`config.mk`:
```
export PLATFORM = sky130hd
export DESIGN_NAME = music_sequencer
export DESIGN_NICKNAME = d
export VERILOG_FILES = /design/src/rtl/music_sequencer.sv
export SDC_FILE = /design/constraint.sdc
export NUM_CORES = 1
export LEC_CHECK = 0
export BUFFER_PORTS_ARGS = -buffer_cell sky130_fd_sc_hd__buf_4
export CAP_MARGIN = 20
export CORE_MARGIN = 2
export CORE_UTILIZATION = 32
export CTS_BUF_LIST = sky130_fd_sc_hd__clkbuf_4
export DETAILED_ROUTE_END_ITERATION = 10
export MAX_ROUTING_LAYER = met4
export PLACE_DENSITY = 0.53
export REMOVE_ABC_BUFFERS = 1
export SLEW_MARGIN = 20
export SYNTH_ARGS = -nofsm -noshare
export SYNTH_HDL_FRONTEND = slang
export SYNTH_SLANG_ARGS = --single-unit
```
`constraint.sdc`:
```
create_clock -name clock -period 3.65 [get_ports clock]
set_input_delay 0.73 -clock clock [delete_from_list [all_inputs] [get_ports clock]]
set_output_delay 0.73 -clock clock [all_outputs]
set_load 0.005 [all_outputs]
```
`src/rtl/music_sequencer.sv`:
```
// Note-address sequencer: turns the player mode and restart pulse into a beat
// timebase, a wrapping note index, song select and a song-end pulse.
module music_sequencer #(
  parameter int unsigned BEAT_DIV = 12500000,
  parameter int unsigned SONG_LEN = 128,
  parameter int unsigned ADDR_W   = 7
) (
  input  logic              clock,
  input  logic              reset,
  input  logic [1:0]        state,
  input  logic              oreset,
  input  logic              pause,
  output logic [ADDR_W-1:0] note_index,
  output logic              song_sel,
  output logic              beat,
  output logic              playing,
  output logic              song_end
);

  localparam int unsigned CNT_W = (BEAT_DIV > 1) ? $clog2(BEAT_DIV) : 1;
  localparam logic [CNT_W-1:0]  CNT_LAST = CNT_W'(BEAT_DIV - 1);
  localparam logic [ADDR_W-1:0] IDX_LAST = ADDR_W'(SONG_LEN - 1);

  typedef enum logic [1:0] {
    ST_STOP,
    ST_LOAD,
    ST_RUN
  } fsm_t;

  fsm_t              fsm_q, fsm_d;
  logic [CNT_W-1:0]  cnt_q, cnt_d;
  logic [ADDR_W-1:0] idx_q, idx_d;
  logic              sel_q, sel_d;
  logic              beat_q, beat_d;
  logic              end_q, end_d;
  logic              play_q, play_d;
  logic              active;
  logic              want_sel;

  assign active   = (state == 2'd1) || (state == 2'd2);
  assign want_sel = (state == 2'd2);

  always_comb begin
    fsm_d  = fsm_q;
    cnt_d  = cnt_q;
    idx_d  = idx_q;
    sel_d  = sel_q;
    beat_d = 1'b0;
    end_d  = 1'b0;

    if (fsm_q == ST_LOAD) sel_d = want_sel;

    if (oreset) begin
      // Restart outranks any mode transition; a mode change rides along
      // through the single LOAD this produces.
      cnt_d = '0;
      idx_d = '0;
      if (fsm_q != ST_STOP) fsm_d = ST_LOAD;
    end else begin
      unique case (fsm_q)
        ST_STOP: begin
          cnt_d = '0;
          idx_d = '0;
          if (active) fsm_d = ST_LOAD;
        end
        ST_LOAD: begin
          cnt_d = '0;
          idx_d = '0;
          fsm_d = active ? ST_RUN : ST_STOP;
        end
        ST_RUN: begin
          if (!active) begin
            fsm_d = ST_STOP;
            cnt_d = '0;
            idx_d = '0;
          end else if (want_sel != sel_q) begin
            fsm_d = ST_LOAD;
            cnt_d = '0;
            idx_d = '0;
          end else if (!pause) begin
            if (cnt_q == CNT_LAST) begin
              cnt_d  = '0;
              beat_d = 1'b1;
              if (idx_q == IDX_LAST) begin
                idx_d = '0;
                end_d = 1'b1;
              end else begin
                idx_d = idx_q + ADDR_W'(1);
              end
            end else begin
              cnt_d = cnt_q + CNT_W'(1);
            end
          end
        end
        default: begin
          fsm_d = ST_STOP;
          cnt_d = '0;
          idx_d = '0;
        end
      endcase
    end

    play_d = (fsm_d == ST_RUN) && !pause;
  end

  always_ff @(posedge clock or posedge reset) begin
    if (reset) begin
      fsm_q  <= ST_STOP;
      cnt_q  <= '0;
      idx_q  <= '0;
      sel_q  <= 1'b0;
      beat_q <= 1'b0;
      end_q  <= 1'b0;
      play_q <= 1'b0;
    end else begin
      fsm_q  <= fsm_d;
      cnt_q  <= cnt_d;
      idx_q  <= idx_d;
      sel_q  <= sel_d;
      beat_q <= beat_d;
      end_q  <= end_d;
      play_q <= play_d;
    end
  end

  assign note_index = idx_q;
  assign song_sel   = sel_q;
  assign beat       = beat_q;
  assign playing    = play_q;
  assign song_end   = end_q;

endmodule
```
==> impl_metrics.prom <==
# TYPE chip_impl_metric gauge
chip_impl_metric{name="report.power.total",unit="mW"} 0.694
chip_impl_info{name="clk_root_buffer_cell",value="sky130_fd_sc_hd__clkbuf_4"} 1
chip_impl_metric{name="finalWirelength",unit="mm"} 4.07
chip_impl_metric{name="grt_usage",unit="%"} 14.2
chip_impl_metric{name="max-clock-path-buffers",unit=""} 2
chip_impl_metric{name="asyncSetResetFlopFracSynth",unit="%"} 100
chip_impl_info{name="top_cells_by_instance_count_after_synthesis",value="37 x sky130_fd_sc_hd__dfrtp_1, 36 x sky130_fd_sc_hd__nor2_1, 19 x sky130_fd_sc_hd__nand2_1"} 1
chip_impl_metric{name="cts_num_sinks",unit=""} 37
chip_impl_metric{name="total_die_area",unit="um^2"} 6810
chip_impl_info{name="grt_setup_unrepaired",value="false"} 1
chip_impl_metric{name="dpl.hpwl",unit="mm"} 2.79
chip_impl_metric{name="setup-tns-final",unit="ns"} 0
chip_impl_metric{name="ys_seq_area_share",unit="%"} 46.9
chip_impl_metric{name="clk_pin_slew",unit="ns"} 0.10
chip_impl_metric{name="worst_skew_pair.late_latency",unit="ns"} 0.34
chip_impl_metric{name="yosys.cell_types.count",unit=""} 38
chip_impl_metric{name="power_switching_share",unit="%"} 23.3
chip_impl_metric{name="postLayoutCellArea",unit="um^2"} 2230
chip_impl_metric{name="timing.critical_path.slowest_cell_delay",unit="ns"} 0.55
chip_impl_metric{name="post_route_cells_drive_above_1_share",unit="%"} 15.4
chip_impl_metric{name="number_of_global_route_vias_before_repair",unit=""} 1469
chip_impl_metric{name="grt_antenna_before_repair",unit=""} 0
chip_impl_metric{name="peakVddDrop",unit="mV"} 0.135
chip_impl_metric{name="clock_power_share",unit="%"} 33.1
chip_impl_info{name="critPathTopFamily",value="simple AND/OR/NAND/NOR gates"} 1
chip_impl_metric{name="seqCellArea",unit="um^2"} 926
chip_impl_info{name="cell_taking_the_most_area_after_synthesis",value="sky130_fd_sc_hd__dfrtp_1"} 1
chip_impl_metric{name="seq_power_share",unit="%"} 60.5
chip_impl_metric{name="rrSetupSlack",unit="ns"} 1.48
chip_impl_metric{name="arrival",unit="ns"} 2.68
chip_impl_metric{name="count_of_nets_after_finishing",unit=""} 242
chip_impl_metric{name="post_cts.repair.setup_buffers",unit=""} 0
chip_impl_metric{name="drtAntennaViolNets",unit=""} 0
chip_impl_metric{name="boundaryPins",unit=""} 17
chip_impl_metric{name="max_freq",unit="MHz"} 414
chip_impl_info{name="crit_chain",value="buf_4 -> inv_1 -> ha_1 -> nor4b_1 -> nand2_2 -> or3_1 -> o22ai_1"} 1
chip_impl_metric{name="number_of_placement_rows",unit=""} 28
chip_impl_metric{name="area_growth",unit="%"} 13.1
chip_impl_metric{name="cp_data_required_time",unit="ns"} 3.91
chip_impl_info{name="cts_tree",value="yes"} 1
chip_impl_metric{name="netlist_instances",unit=""} 213
chip_impl_metric{name="worst_clock_skew",unit="ns"} 0.00426
chip_impl_metric{name="worstRegToRegCells",unit=""} 5
chip_impl_metric{name="report.final.slew_viol_count",unit=""} 0
chip_impl_metric{name="maxCapViolations",unit=""} 0
chip_impl_metric{name="drt_drc_violations_left",unit=""} 0
chip_impl_metric{name="final.min_clock_period",unit="ns"} 2.42
chip_impl_metric{name="initial_core_util",unit="%"} 33.1
chip_impl_info{name="hold_removal_path_class",value="primary input to async pin"} 1
chip_impl_metric{name="postCtsHoldBufs",unit=""} 0
chip_impl_metric{name="setup_violations",unit=""} 0
chip_impl_metric{name="int_power",unit="mW"} 0.532
chip_impl_metric{name="place_area",unit="um^2"} 2170
chip_impl_metric{name="finalHoldWorstSlack",unit="ns"} 0.486
chip_impl_metric{name="total_leakage_power",unit="nW"} 0.889
chip_impl_metric{name="die_height",unit="um"} 82.5
chip_impl_info{name="r2r_end",value="cnt_q[8]"} 1
chip_impl_metric{name="grt_overflow",unit=""} 0
chip_impl_info{name="yosys-top-cells-area",value="sky130_fd_sc_hd__dfrtp_1 47%, sky130_fd_sc_hd__nor2_1 6.8%, sky130_fd_sc_hd__xor2_1 6.7%"} 1
chip_impl_metric{name="synth_seq_cells",unit=""} 37
chip_impl_metric{name="antenna_cells",unit=""} 0
chip_impl_metric{name="slew_headroom",unit="%"} 61.5
chip_impl_metric{name="drt_first_iter_violations",unit=""} 75
chip_impl_metric{name="critical_path.max_fanout",unit=""} 19
chip_impl_metric{name="cts_repair_resize_count",unit=""} 0
chip_impl_info{name="critical_path.endpoint_type",value="flip-flop"} 1
chip_impl_metric{name="final.fill_count",unit=""} 624
chip_impl_metric{name="synth-edff-count",unit=""} 0
chip_impl_info{name="synth_flop_cell",value="sky130_fd_sc_hd__dfrtp_1"} 1
chip_impl_metric{name="routed_via_density",unit=""} 5.10
chip_impl_metric{name="number_of_detailed_routing_iterations_run_before_antenna_repair",unit=""} 4
chip_impl_metric{name="syn_area_per_cell",unit="um^2"} 9.26
chip_impl_metric{name="buffers_added_on_ports",unit=""} 16
chip_impl_metric{name="final_hold_violating_endpoints",unit=""} 0
chip_impl_metric{name="grt_first_pass_wirelength",unit="mm"} 7.11
chip_impl_metric{name="gp_congestion",unit=""} 0.841
chip_impl_metric{name="powerDensity",unit="nW/um^2"} 311
chip_impl_metric{name="ys.warnings.count",unit=""} 0
chip_impl_metric{name="synth_top_cell_area_share",unit="%"} 46.9
chip_impl_metric{name="layout_worst_path_cycle_share",unit="%"} 66.2
chip_impl_metric{name="netlist_area",unit="um^2"} 1970
chip_impl_metric{name="htree_levels",unit=""} 2
chip_impl_info{name="critical_path_class",value="primary input to flip-flop"} 1
chip_impl_metric{name="multiInputGateArea",unit="um^2"} 1010
chip_impl_metric{name="final_util",unit="%"} 37.5
chip_impl_metric{name="buffers_and_inverters_on_the_worst_path",unit=""} 2
chip_impl_metric{name="grt_max_degree",unit=""} 38
chip_impl_metric{name="placeableCoreArea",unit="um^2"} 5960
chip_impl_metric{name="die-width",unit="um"} 82.5
chip_impl_metric{name="p_comb_share",unit="%"} 6.4
chip_impl_metric{name="worst_pin_slew",unit="ns"} 0.570
chip_impl_metric{name="detailroute.via_count",unit=""} 1576
chip_impl_info{name="r2r_start",value="cnt_q[16]"} 1
chip_impl_info{name="critical_path.startpoint_type",value="primary input"} 1
chip_impl_info{name="crit_slowest_cell",value="sky130_fd_sc_hd__nor4b_1"} 1
chip_impl_metric{name="wire_per_inst",unit="um"} 13.2
chip_impl_metric{name="switching_power",unit="mW"} 0.162
chip_impl_info{name="outcome",value="completed"} 1
chip_impl_info{name="yosysMostFrequentCell",value="sky130_fd_sc_hd__dfrtp_1"} 1
chip_impl_metric{name="tritoncts.num_buffers",unit=""} 5
## cells in the final DEF (no fill, tap or decap), types with 2 or more instances in the layout
cell                        count
sky130_fd_sc_hd__nand2_1       19
sky130_fd_sc_hd__nor3_1         4
sky130_fd_sc_hd__or3b_1         2
sky130_fd_sc_hd__nand3_1       17
sky130_fd_sc_hd__and3_1         3
sky130_fd_sc_hd__xnor2_1        3
sky130_fd_sc_hd__clkbuf_4       8
sky130_fd_sc_hd__a21oi_1       16
sky130_fd_sc_hd__nor2_1        36
sky130_fd_sc_hd__buf_4         17
sky130_fd_sc_hd__o21ai_0        6
sky130_fd_sc_hd__dfrtp_1       37
sky130_fd_sc_hd__nand4_1       11
sky130_fd_sc_hd__or3_1          6
sky130_fd_sc_hd__ha_1           3
sky130_fd_sc_hd__mux2i_1        3
sky130_fd_sc_hd__nor4_1         2
sky130_fd_sc_hd__inv_1          3
sky130_fd_sc_hd__nand3_2        3
sky130_fd_sc_hd__o22ai_1        3
sky130_fd_sc_hd__nand4bb_1      2
sky130_fd_sc_hd__xor2_1        15
## state kept, by name, summed over array words and instances, names as in the netlist
| register | count |
|---|---|
| cnt_q | 24 |
| playing | 1 |
| beat | 1 |
| fsm_q | 2 |
| song_end | 1 |
| song_sel | 1 |
| note_index | 7 |
## per-stage QoR
step | cells | setup WS (ns)
global route | 309 | 1.01
detailed placement | 301 | 0.883
floorplan | 209 | 1.29
global placement | 301 | 0.930
CTS | 309 | 1.23
finish | 309 | 1.23
## layout make-up
type | instances | share of cell area, %
well taps | 75 | 4.20
clock buffers | 8 | 2.69
multi-input cells | 169 | 45.4
inverters | 3 | 0.504
flip-flops and latches | 37 | 41.5
repair buffers | 17 | 5.72
## worst max-delay path by stage
stage / startpoint / endpoint / depth (start not counted) / slack (ns)
detailed placement: state[0] / cnt_q[7] / 7 / 0.88
finish: state[0] / cnt_q[5] / 7 / 1.23
floorplan: state[0] / cnt_q[3] / 6 / 1.29
global route: state[0] / cnt_q[20] / 7 / 1.01
CTS: state[0] / cnt_q[5] / 7 / 1.23
global placement: state[0] / cnt_q[5] / 7 / 0.93
## layer usage
layer / track usage (%) / routed length (um) / vias to the layer above
met5: - / 0 / -
met4: 5.90 / 82 / 0
met3: 2.93 / 138 / 8
met2: 20.3 / 1870 / 23
met1: 19.5 / 1980 / 751
li1: - / - / 794
## power by group through the flow
| stage | Combinational [mW] | Sequential, mW | Clock [mW] |
|---|---|---|---|
| 6_report | 0.0447 | 0.420 | 0.230 |
| 5_1_grt | 0.0515 | 0.422 | 0.259 |
| 4_1_cts | 0.0462 | 0.420 | 0.244 |
| 3_5_place_dp | 0.0463 | 0.428 | 0 |
| 3_3_place_gp | 0.0457 | 0.428 | 0 |
| 2_1_floorplan | 0.0267 | 0.428 | 0 |
## worst reg2reg max path, cell delays in order, from the launching register on
cell and delay, ns:
sky130_fd_sc_hd__dfrtp_1 0.43, sky130_fd_sc_hd__or3b_4 0.41, sky130_fd_sc_hd__nor4_4 0.37, sky130_fd_sc_hd__nand3_2 0.26, sky130_fd_sc_hd__nand2_1 0.48, sky130_fd_sc_hd__nor2_1 0.11
## logic make-up (layout without fill, tap and decap cells)
kind of cell,after synthesis,count (layout),share of synthesized area [%]
AND/OR/NAND/NOR,118,118,32.5
flip-flops,37,37,46.9
AO/OA/AOI/OAI,26,26,6.91
XOR/XNOR,18,18,7.99
buffers and inverters,7,28,1.71
multiplexers,4,4,2.09
adder cells (fa/ha/maj),3,3,1.90
Note: power is estimated with default switching activity, not from simulation.
